==> src/rtl/mem_arb_pkg.sv <==
// mem_arb_pkg: shared state enum, bus widths, default timeout read data and grant encoder for mem_arbiter
package mem_arb_pkg;
  typedef enum logic {ARB_IDLE, ARB_BUSY} arb_state_t;
  localparam int MEM_ADDR_W = 32;
  localparam int MEM_DATA_W = 32;
  localparam int MEM_STRB_W = 4;
  localparam logic [MEM_DATA_W-1:0] MEM_ERR_RDATA = 32'hDEAD_BEEF;
  function automatic logic [1:0] onehot(input logic idx);
    return idx ? 2'b10 : 2'b01;
  endfunction
endpackage

==> src/rtl/mem_arb_timer.sv <==
// mem_arb_timer: busy-cycle counter (clk, reset, start clears, done holds, expired when count reaches TIMEOUT_CYCLES)
module mem_arb_timer #(
  parameter int TIMEOUT_CYCLES = 255
) (
  input  logic clk,
  input  logic reset,
  input  logic start,
  input  logic done,
  output logic expired
);
  localparam int CW = $clog2(TIMEOUT_CYCLES + 1);
  logic [CW-1:0] count;
  always_ff @(posedge clk or posedge reset)
    if (reset) count <= '0;
    else if (start) count <= '0;
    else if (!done && !expired) count <= count + CW'(1);
  assign expired = count == CW'(TIMEOUT_CYCLES);
endmodule

==> src/rtl/mem_arbiter.sv <==
// mem_arbiter: round-robin two-master picorv32 bus arbiter (m0_*/m1_* masters, s_* memory port, grant one-hot owner, timeout_err sticky; MEM_ARB_TIMEOUT_EN enables slave timeout)
module mem_arbiter
  import mem_arb_pkg::*;
#(
  parameter int TIMEOUT_CYCLES = 255,
  parameter logic [MEM_DATA_W-1:0] ERR_RDATA = MEM_ERR_RDATA
) (
  input  logic                  clk,
  input  logic                  reset,
  input  logic                  m0_valid,
  input  logic                  m0_instr,
  input  logic [MEM_ADDR_W-1:0] m0_addr,
  input  logic [MEM_DATA_W-1:0] m0_wdata,
  input  logic [MEM_STRB_W-1:0] m0_wstrb,
  output logic                  m0_ready,
  output logic [MEM_DATA_W-1:0] m0_rdata,
  input  logic                  m1_valid,
  input  logic                  m1_instr,
  input  logic [MEM_ADDR_W-1:0] m1_addr,
  input  logic [MEM_DATA_W-1:0] m1_wdata,
  input  logic [MEM_STRB_W-1:0] m1_wstrb,
  output logic                  m1_ready,
  output logic [MEM_DATA_W-1:0] m1_rdata,
  output logic                  s_valid,
  output logic                  s_instr,
  output logic [MEM_ADDR_W-1:0] s_addr,
  output logic [MEM_DATA_W-1:0] s_wdata,
  output logic [MEM_STRB_W-1:0] s_wstrb,
  input  logic                  s_ready,
  input  logic [MEM_DATA_W-1:0] s_rdata,
  output logic [1:0]            grant,
  output logic                  timeout_err
);
  arb_state_t state, state_nxt;
  logic gnt_idx, last, req, pick, busy, sel_valid, rdy, timeout;
  if (TIMEOUT_CYCLES < 1) begin : g_bad_timeout
    $error("TIMEOUT_CYCLES must be at least 1");
  end
  assign req = m0_valid | m1_valid;
  assign pick = (m0_valid & m1_valid) ? ~last : m1_valid;
  assign busy = state == ARB_BUSY;
  assign sel_valid = gnt_idx ? m1_valid : m0_valid;
  assign rdy = busy & (s_ready | timeout);
  always_comb begin
    state_nxt = state;
    if (busy) state_nxt = (rdy | ~sel_valid) ? ARB_IDLE : ARB_BUSY;
    else if (req) state_nxt = ARB_BUSY;
  end
  always_ff @(posedge clk or posedge reset)
    if (reset) begin
      state   <= ARB_IDLE;
      gnt_idx <= 1'b0;
      last    <= 1'b1;
      grant   <= 2'b00;
    end else begin
      state <= state_nxt;
      if (!busy && req) begin
        gnt_idx <= pick;
        grant   <= onehot(pick);
      end else if (busy && state_nxt == ARB_IDLE) grant <= 2'b00;
      if (rdy) last <= gnt_idx;
    end
  // A timed-out write is dropped by pulling s_valid low while the master is released.
  assign s_valid  = busy & sel_valid & ~timeout;
  assign s_instr  = busy & (gnt_idx ? m1_instr : m0_instr);
  assign s_addr   = busy ? (gnt_idx ? m1_addr : m0_addr) : '0;
  assign s_wdata  = busy ? (gnt_idx ? m1_wdata : m0_wdata) : '0;
  assign s_wstrb  = busy ? (gnt_idx ? m1_wstrb : m0_wstrb) : '0;
  assign m0_ready = rdy & ~gnt_idx;
  assign m1_ready = rdy & gnt_idx;
  assign m0_rdata = timeout ? ERR_RDATA : s_rdata;
  assign m1_rdata = timeout ? ERR_RDATA : s_rdata;
`ifdef MEM_ARB_TIMEOUT_EN
  logic expired;
  mem_arb_timer #(.TIMEOUT_CYCLES(TIMEOUT_CYCLES)) u_timer (
    .clk(clk),
    .reset(reset),
    .start(~busy & req),
    .done(s_ready),
    .expired(expired)
  );
  assign timeout = busy & expired & ~s_ready;
  always_ff @(posedge clk or posedge reset)
    if (reset) timeout_err <= 1'b0;
    else if (timeout) timeout_err <= 1'b1;
`else
  assign timeout = 1'b0;
  assign timeout_err = 1'b0;
`endif
endmodule
==> config.mk <==
export PLATFORM = sky130hd
export DESIGN_NAME = mem_arbiter
export DESIGN_NICKNAME = d
export VERILOG_FILES = /design/src/rtl/mem_arb_pkg.sv /design/src/rtl/mem_arb_timer.sv /design/src/rtl/mem_arbiter.sv
export SDC_FILE = /design/constraint.sdc
export NUM_CORES = 1
export LEC_CHECK = 0
export CAP_MARGIN = 20
export CORE_AREA = 3 3 122 124
export DETAILED_ROUTE_END_ITERATION = 12
export DIE_AREA = 0 0 125 127
export GPL_ROUTABILITY_DRIVEN = 0
export PLACE_DENSITY = 0.58
export SLEW_MARGIN = 10
export SYNTH_ARGS = -nofsm -noshare
export SYNTH_HDL_FRONTEND = slang
export SYNTH_SLANG_ARGS = --single-unit
==> constraint.sdc <==
create_clock -name clk -period 1.3 [get_ports clk]
set_input_delay 0.26 -clock clk [delete_from_list [all_inputs] [get_ports clk]]
set_output_delay 0.26 -clock clk [all_outputs]
set_load 0.02 [all_outputs]
==> metrics.md, run 1 <==
| Metric | Value |
|---|---|
| Maximum net fanout on the critical path | `6` |
| Synthesized area | `1970 um^2` |
| Clk_lat worst skew | `0.23 ns` |
| TNS Setup | `-30.96 ns` |
| Switching power total | `3160 uW` |
| Reg-to-Reg Start | `gnt_idx` |
| Root Buffer | `clkbuf_16` |
| Largest area contributor in the netlist | `mux2i_1` |
| Syn_area_per_cell | `8.04 um^2` |
| Post-route clock period utilization | `141%` |
| Power Density | `1690 nW/um^2` |
| Final wirelength | `8940 um` |
| Die area | `15,900 um^2` |
| Worst Reg-to-Reg Cells | `7` |
| Final Hold Slack | `0.253 ns` |
| Die width | `125 um` |
| Final Setup Violations | `76` |
| IO Count | `314` |
| Final Max Tran Viols | `0` |
| Cells after Synth | `245` |
| Failing checks | `setup timing` |
| Initial antenna violation count | `0` |
| Place WS | `-0.597 ns` |
| Final hold violations | `0` |
| IO buf count | `216` |
| Highest-count cells in the layout ignoring fill and taps | `142 x clkdlybuf4s50_1, 67 x nor2b_2, 57 x buf_6` |
| Drt pass-1 iters | `4` |
| N_diodes | `0` |
| Setup crit end | `s_wstrb[2]` |
| Status | `complete, but fails checks` |
| Drt wl/cell | `14.6 um` |
| Die height | `127 um` |
| Kind of critical path | `reg -> out` |
| Core footprint | `13,900 um^2` |
| Critical path required time | `1.04 ns` |
| TritonCTS clock tree | `done` |
| Worst Setup Slack, final | `-0.530 ns` |
| Clock buffer depth | `2` |
| Synth area leaders | `mux2i_1 35%, buf_4 27%, nor2b_1 23%` |
| Clock skew | `0.000603 ns` |
| Gr usage total | `9.13%` |
| Nets | `609` |
| Comb power frac | `89.1%` |
| Clock slew at reported path FFs | `0.03 ns` |
| HPWL after detailed placement | `6540 um` |
| Routed Antenna Nets | `0` |
| First-pass GRT wire length | `11,800 um` |
| Peak VDD IR | `643 uV` |
| Starting Density | `14.2%` |
| Row count | `43` |
| Htree depth | `1` |
| Final Cell Area | `4720 um^2` |
| Flops & latches, synth | `5` |
| DRC viols | `0` |
| GR Overflow Total | `0` |
| Yosys warnings | `0` |
| Sequential-to-total area share from yosys stat | `6.41%` |
| Num Clock Sinks | `5` |
| DR iter-0 viols | `11` |
| Synth unique cells | `22` |
| Number of vias per cell | `3.73` |
| Max-Cap Viols | `0` |
| Syn_nets | `420` |
| WP data arrival | `1.57 ns` |
| Most common cell after layout, fill and taps aside | `clkdlybuf4s50_1` |
| Hold-fix buffers, CTS | `0` |
| Unrepaired setup endpoints after global routing | `true` |
| Leakage Power | `0.00208 uW` |
| Hold/Removal Path Class | `in -> async` |
| Post-synth top area share | `35.0%` |
| CP startpoint | `gnt_idx` |
| Reg2Reg Setup Slack | `-0.29 ns` |
| Placed inst area | `4130 um^2` |
| Via count | `2,286` |
| Reg-to-reg critical path endpoint | `grant[0]` |
| Area growth from synthesis to layout | `140%` |
| Tmin final | `1.83 ns` |
| Share of cells above drive strength 1 | `50.6%` |
| Vias in the first global route | `2,275` |
| Pint | `4800 uW` |
| Reg power frac | `4.5%` |
| Largest net degree at the start of global routing | `31` |
| Worst Setup End Kind | `output port` |
| Sw frac | `39.7%` |
| Clk network pwr share | `6.4%` |
| Startpoint types | `flop` |
| Num CTS Buffers | `3` |
| Peak Freq | `546 MHz` |
[repair_timing]
action | 4_1_cts | 5_1_grt
cloned | 3 | 4
resized for setup | 324 | 117
setup endpoints to repair | 75 | 77
setup buffers | 7 | 19
pin swaps | 0 | 0
[worst min path at each step]
stage	startpoint	to	slack (ns)	cells past startpoint
after floorplan	reset	busy	0.04	1
after global placement	reset	grant[1]	0.49	2
after detailed placement	reset	grant[1]	0.49	2
after CTS	reset	gnt_idx	0.26	2
after global routing	reset	gnt_idx	0.28	2
final	reset	gnt_idx	0.25	2
[worst max-delay path, stage by stage (launching register included)]
cell     delay [ns]
dfrtp_4        0.54
buf_4          0.16
buf_6          0.13
buf_4          0.13
mux2i_1        0.12
nor2b_2        0.14
buf_6          0.13
[power groups by stage]
stage	registers (uW)	logic [uW]	clock network [uW]
floorplan	285	3450	0
global placement	327	5370	0
detailed placement	330	5430	0
CTS	346	5980	520
global route	372	7490	528
finish	357	7090	509
[synthesized netlist by cell type]
library cell	instances
conb_1	1
inv_1	1
buf_2	1
nor3b_2	1
o2bb2ai_1	1
a21o_1	2
nand2b_1	3
mux2i_1	69
nand2_1	1
nor3b_1	1
dfstp_2	1
and3_1	1
dfrtp_1	4
nor2_1	2
a211o_1	1
mux2i_2	1
clkbuf_1	7
buf_4	72
o22ai_1	1
buf_6	1
nor2b_1	71
a21oi_1	2
[flip-flops by register name, indices dropped and copies added (netlist names)]
name and count:
last 1, busy 1, grant 2, gnt_idx 1
[through the flow]
stage	utilization (%)	total power (uW)	cells
finish	34.0	7960	613
CTS	31.4	6850	590
floorplan	-	3740	245
global route	34.0	8390	613
global placement	29.7	5700	576
detailed placement	29.7	5760	576
[cells by family after synthesis]
kind of cell | count (synthesis) | synth area share, %
flip-flops | 5 | 6.41
other | 1 | 0.190
AND/OR/NAND/NOR | 80 | 25.4
buffers and inverters | 82 | 29.8
multiplexers | 70 | 35.7
AO/OA/AOI/OAI | 7 | 2.48
[layout make-up]
class,count,area [um^2]
clock buffers,4,78.8
well taps,180,225
fillers,1417,9160
multi-input cells,158,1520
inverters,1,3.75
flip-flops and latches,5,131
repair buffers,265,2770
[metal layers]
| metal | wire (um) | track usage [%] |
|---|---|---|
| met2 | 4750 | 17.8 |
| met4 | 174 | 2.74 |
| met3 | 787 | 2.59 |
| met1 | 3230 | 9.42 |
| met5 | 0 | 0 |
Power figures use the tool's default switching activity.
==> run 2, diff against run 1 <==
- ABC_CLOCK_PERIOD_IN_PS: not set -> 1300
- SLEW_MARGIN: 10 -> 20
==> results of run 2 <==
Same layout as run 1: the final DEF is identical, and so are final timing and power.
==> run 3, diff against run 2 <==
- ABC_CLOCK_PERIOD_IN_PS: 1300 -> 2050
- clock period: 1.3 -> 2.05 ns (I/O delays scaled with it)
==> run 3 against run 2 <==
The flow now finishes without violations; wire length down 13%; first-iteration DRC count rose to 2.7 times the previous value; critical path depth down 2; clock power down 37%; sequential power down 41%; clock skew up 0.0011 ns; highest routed layer unchanged.
==> metrics.md, run 3 (synthesis results as in run 1) <==
| Metric | Value |
|---|---|
| Status | `completed (was complete, but fails checks)` |
| Largest net degree at the start of global routing | `61 (was 31)` |
| DRC viols | `0 (unchanged)` |
| First-pass GRT wire length | `11,500 um (was 11,800 um)` |
| Final hold violations | `0 (unchanged)` |
| Leakage Power | `0.00180 uW (was 0.00208 uW)` |
| Routed Antenna Nets | `0 (unchanged)` |
| Clk_lat worst skew | `0.23 ns (about the same)` |
| DR iter-0 viols | `30 (was 11)` |
| Maximum net fanout on the critical path | `17 (was 6)` |
| Peak VDD IR | `430 uV (was 643 uV)` |
| Number of vias per cell | `3.69 (was 3.73)` |
| Critical path required time | `1.64 ns (was 1.04 ns)` |
| Core footprint | `13,900 um^2 (unchanged)` |
| IO buf count | `216 (unchanged)` |
| Drt pass-1 iters | `3 (was 4)` |
| Clock buffer depth | `2 (unchanged)` |
| Die width | `125 um (unchanged)` |
| Final wirelength | `7780 um (was 8940 um)` |
| Num Clock Sinks | `5 (unchanged)` |
| Gr usage total | `8.66% (was 9.13%)` |
| Starting Density | `14.2% (unchanged)` |
| Slowest CP cell | `dfrtp_4 (unchanged)` |
| Die area | `15,900 um^2 (unchanged)` |
| Most common cell after layout, fill and taps aside | `clkdlybuf4s50_1 (unchanged)` |
| Highest-count cells in the layout ignoring fill and taps | `144 x clkdlybuf4s50_1, 71 x nor2b_1, 68 x mux2i_1 (was 142 x clkdlybuf4s50_1, 67 x nor2b_2, 57 x buf_6)` |
| IO Count | `314 (unchanged)` |
| Pint | `1880 uW (was 4800 uW)` |
| Clock skew | `0.00169 ns (was 0.000603 ns)` |
| Htree depth | `1 (unchanged)` |
| N_diodes | `0 (unchanged)` |
| Initial antenna violation count | `0 (unchanged)` |
| Post-route clock period utilization | `97.2%` |
| TritonCTS clock tree | `done (unchanged)` |
| Final Setup Violations | `0 (was 76)` |
| Biggest register | `grant (unchanged)` |
| Reg power frac | `6.1% (was 4.5%)` |
| Power Density | `889 nW/um^2 (was 1690 nW/um^2)` |
| Vias in the first global route | `2,255 (was 2,275)` |
| Top delay family on crit path | `buffers and inverters (unchanged)` |
| Final Hold Slack | `0.402 ns (was 0.253 ns)` |
| Via count | `2,117 (was 2,286)` |
| Die height | `127 um (unchanged)` |
| Drt wl/cell | `13.6 um (was 14.6 um)` |
| Area growth from synthesis to layout | `97.8% (was 140%)` |
| Fillcell total | `1,516 (was 1,417)` |
| GR Overflow Total | `0 (unchanged)` |
| HPWL after detailed placement | `6470 um (was 6540 um)` |
| Num CTS Buffers | `3 (unchanged)` |
| Post-CTS setup buffer count | `0 (was 7)` |
| Hold/Removal Path Class | `in -> async (unchanged)` |
| Sw frac | `45.9% (was 39.7%)` |
| Startpoint types | `flop (unchanged)` |
| Core Util, Final | `28.1% (was 34.0%)` |
| Row count | `43 (unchanged)` |
| Clock slew at reported path FFs | `0.03 ns (about the same)` |
| Max reg flops | `2 (unchanged)` |
| Slowest stage delay, CP | `0.54 ns (about the same)` |
| Comb power frac | `84.6% (was 89.1%)` |
| Root Buffer | `clkbuf_16 (unchanged)` |
| Switching power total | `1590 uW (was 3160 uW)` |
| CP cell instances | `clkbuf_16 -> mux2i_1 -> nor2b_1 -> dlygate4sd2_1 (was buf_4 -> buf_6 -> buf_4 -> mux2i_1 -> nor2b_2 -> buf_6)` |
| Kind of critical path | `reg -> out (unchanged)` |
| Clk network pwr share | `9.3% (was 6.4%)` |
| WP data arrival | `1.58 ns (was 1.57 ns)` |
| Tmin final | `1.99 ns` |
| Final Max Tran Viols | `0 (unchanged)` |
| Peak Freq | `502 MHz` |
| Max-Cap Viols | `0 (unchanged)` |
| Worst Setup End Kind | `output port (unchanged)` |
| Worst Path Buf+Inv | `2 (was 4)` |
| Nets | `570 (was 609)` |
| Unrepaired setup endpoints after global routing | `false (was true)` |
| Share of cells above drive strength 1 | `7.61% (was 50.6%)` |
-- run 3: changes by cell type in the layout (fill, tap and decap cells not counted), moves of 3 or more --
| cell | previous run | this run |
|---|---|---|
| nor2b_1 | 4 | 71 |
| clkbuf_2 | 1 | 10 |
| buf_4 | 48 | 6 |
| buf_6 | 57 | 0 |
| clkdlybuf4s15_1 | 0 | 11 |
| nor2b_2 | 67 | 0 |
| dlygate4sd2_1 | 1 | 50 |
| mux2i_2 | 20 | 2 |
| buf_2 | 3 | 0 |
| mux2i_1 | 50 | 68 |
| buf_16 | 5 | 1 |
-- run 3: final timing paths --
kind                              start    endpoint  slack [ns]  cells after the start
worst max-delay path            gnt_idx  s_wstrb[1]        0.06                      4
worst min-delay path              reset    grant[1]        0.40                      2
worst max register to register  gnt_idx    grant[1]        0.48                      5
worst min register to register     last        last        0.52                      1
max in group asynchronous         reset        last        1.40                      2
min in group clk                   last        last        0.52                      1
-- run 3: cell type report --
type | instances | area (um^2) | share of cell area (%)
timing repair buffer | 226 | 2200 | 56.4
multi-input combinational | 158 | 1260 | 32.4
tap | 180 | 225 | 5.78
sequential | 5 | 131 | 3.37
clock buffer | 4 | 78.8 | 2.02
inverter | 1 | 3.75 | 0.0963
-- run 3: worst register-to-register path, cell delays in order, from the launching register on --
cell	delay, ns
dfrtp_4	0.49
buf_16	0.20
mux2i_2	0.26
buf_4	0.15
nor3b_2	0.04
a211o_1	0.30
-- run 3: timing repair --
action                                 4_1_cts  5_1_grt
endpoints found under the hold margin        0        0
resized for setup                           73       31
cloned                                       0        1
hold buffers                                 0        0
setup endpoints to repair                   71       23
pin swaps                                    0        0
-- run 3: routing by layer --
metal | vias to the layer above | global-route usage (%) | part of all wire (%)
met4 | 0 | 3.25 | 2.6
met3 | 37 | 2.42 | 10
li1 | 1034 | - | -
met2 | 132 | 17.0 | 53
met1 | 914 | 8.64 | 34
met5 | - | 0 | 0
-- run 3: through the flow --
step / area (um^2) / std cells / TNS (ns) / setup WS (ns) / total power [uW]
floorplan: 1970 / 245 / 0 / 0.534 / 2190
global placement: 3890 / 569 / -1.76 / -0.180 / 3390
detailed placement: 3890 / 569 / -2.58 / -0.158 / 3420
CTS: 3900 / 573 / -0.0132 / -0.0132 / 3460
global route: 3900 / 574 / 0 / 0.0000681 / 3710
finish: 3900 / 574 / 0 / 0.0574 / 3470
-- run 3: power groups by stage --
stage / Sequential [uW] / Combinational (uW) / Clock (uW)
global route: 223 / 3150 / 336
global placement: 199 / 3200 / 0
floorplan: 181 / 2010 / 0
CTS: 204 / 2930 / 332
detailed placement: 200 / 3220 / 0
finish: 212 / 2930 / 322
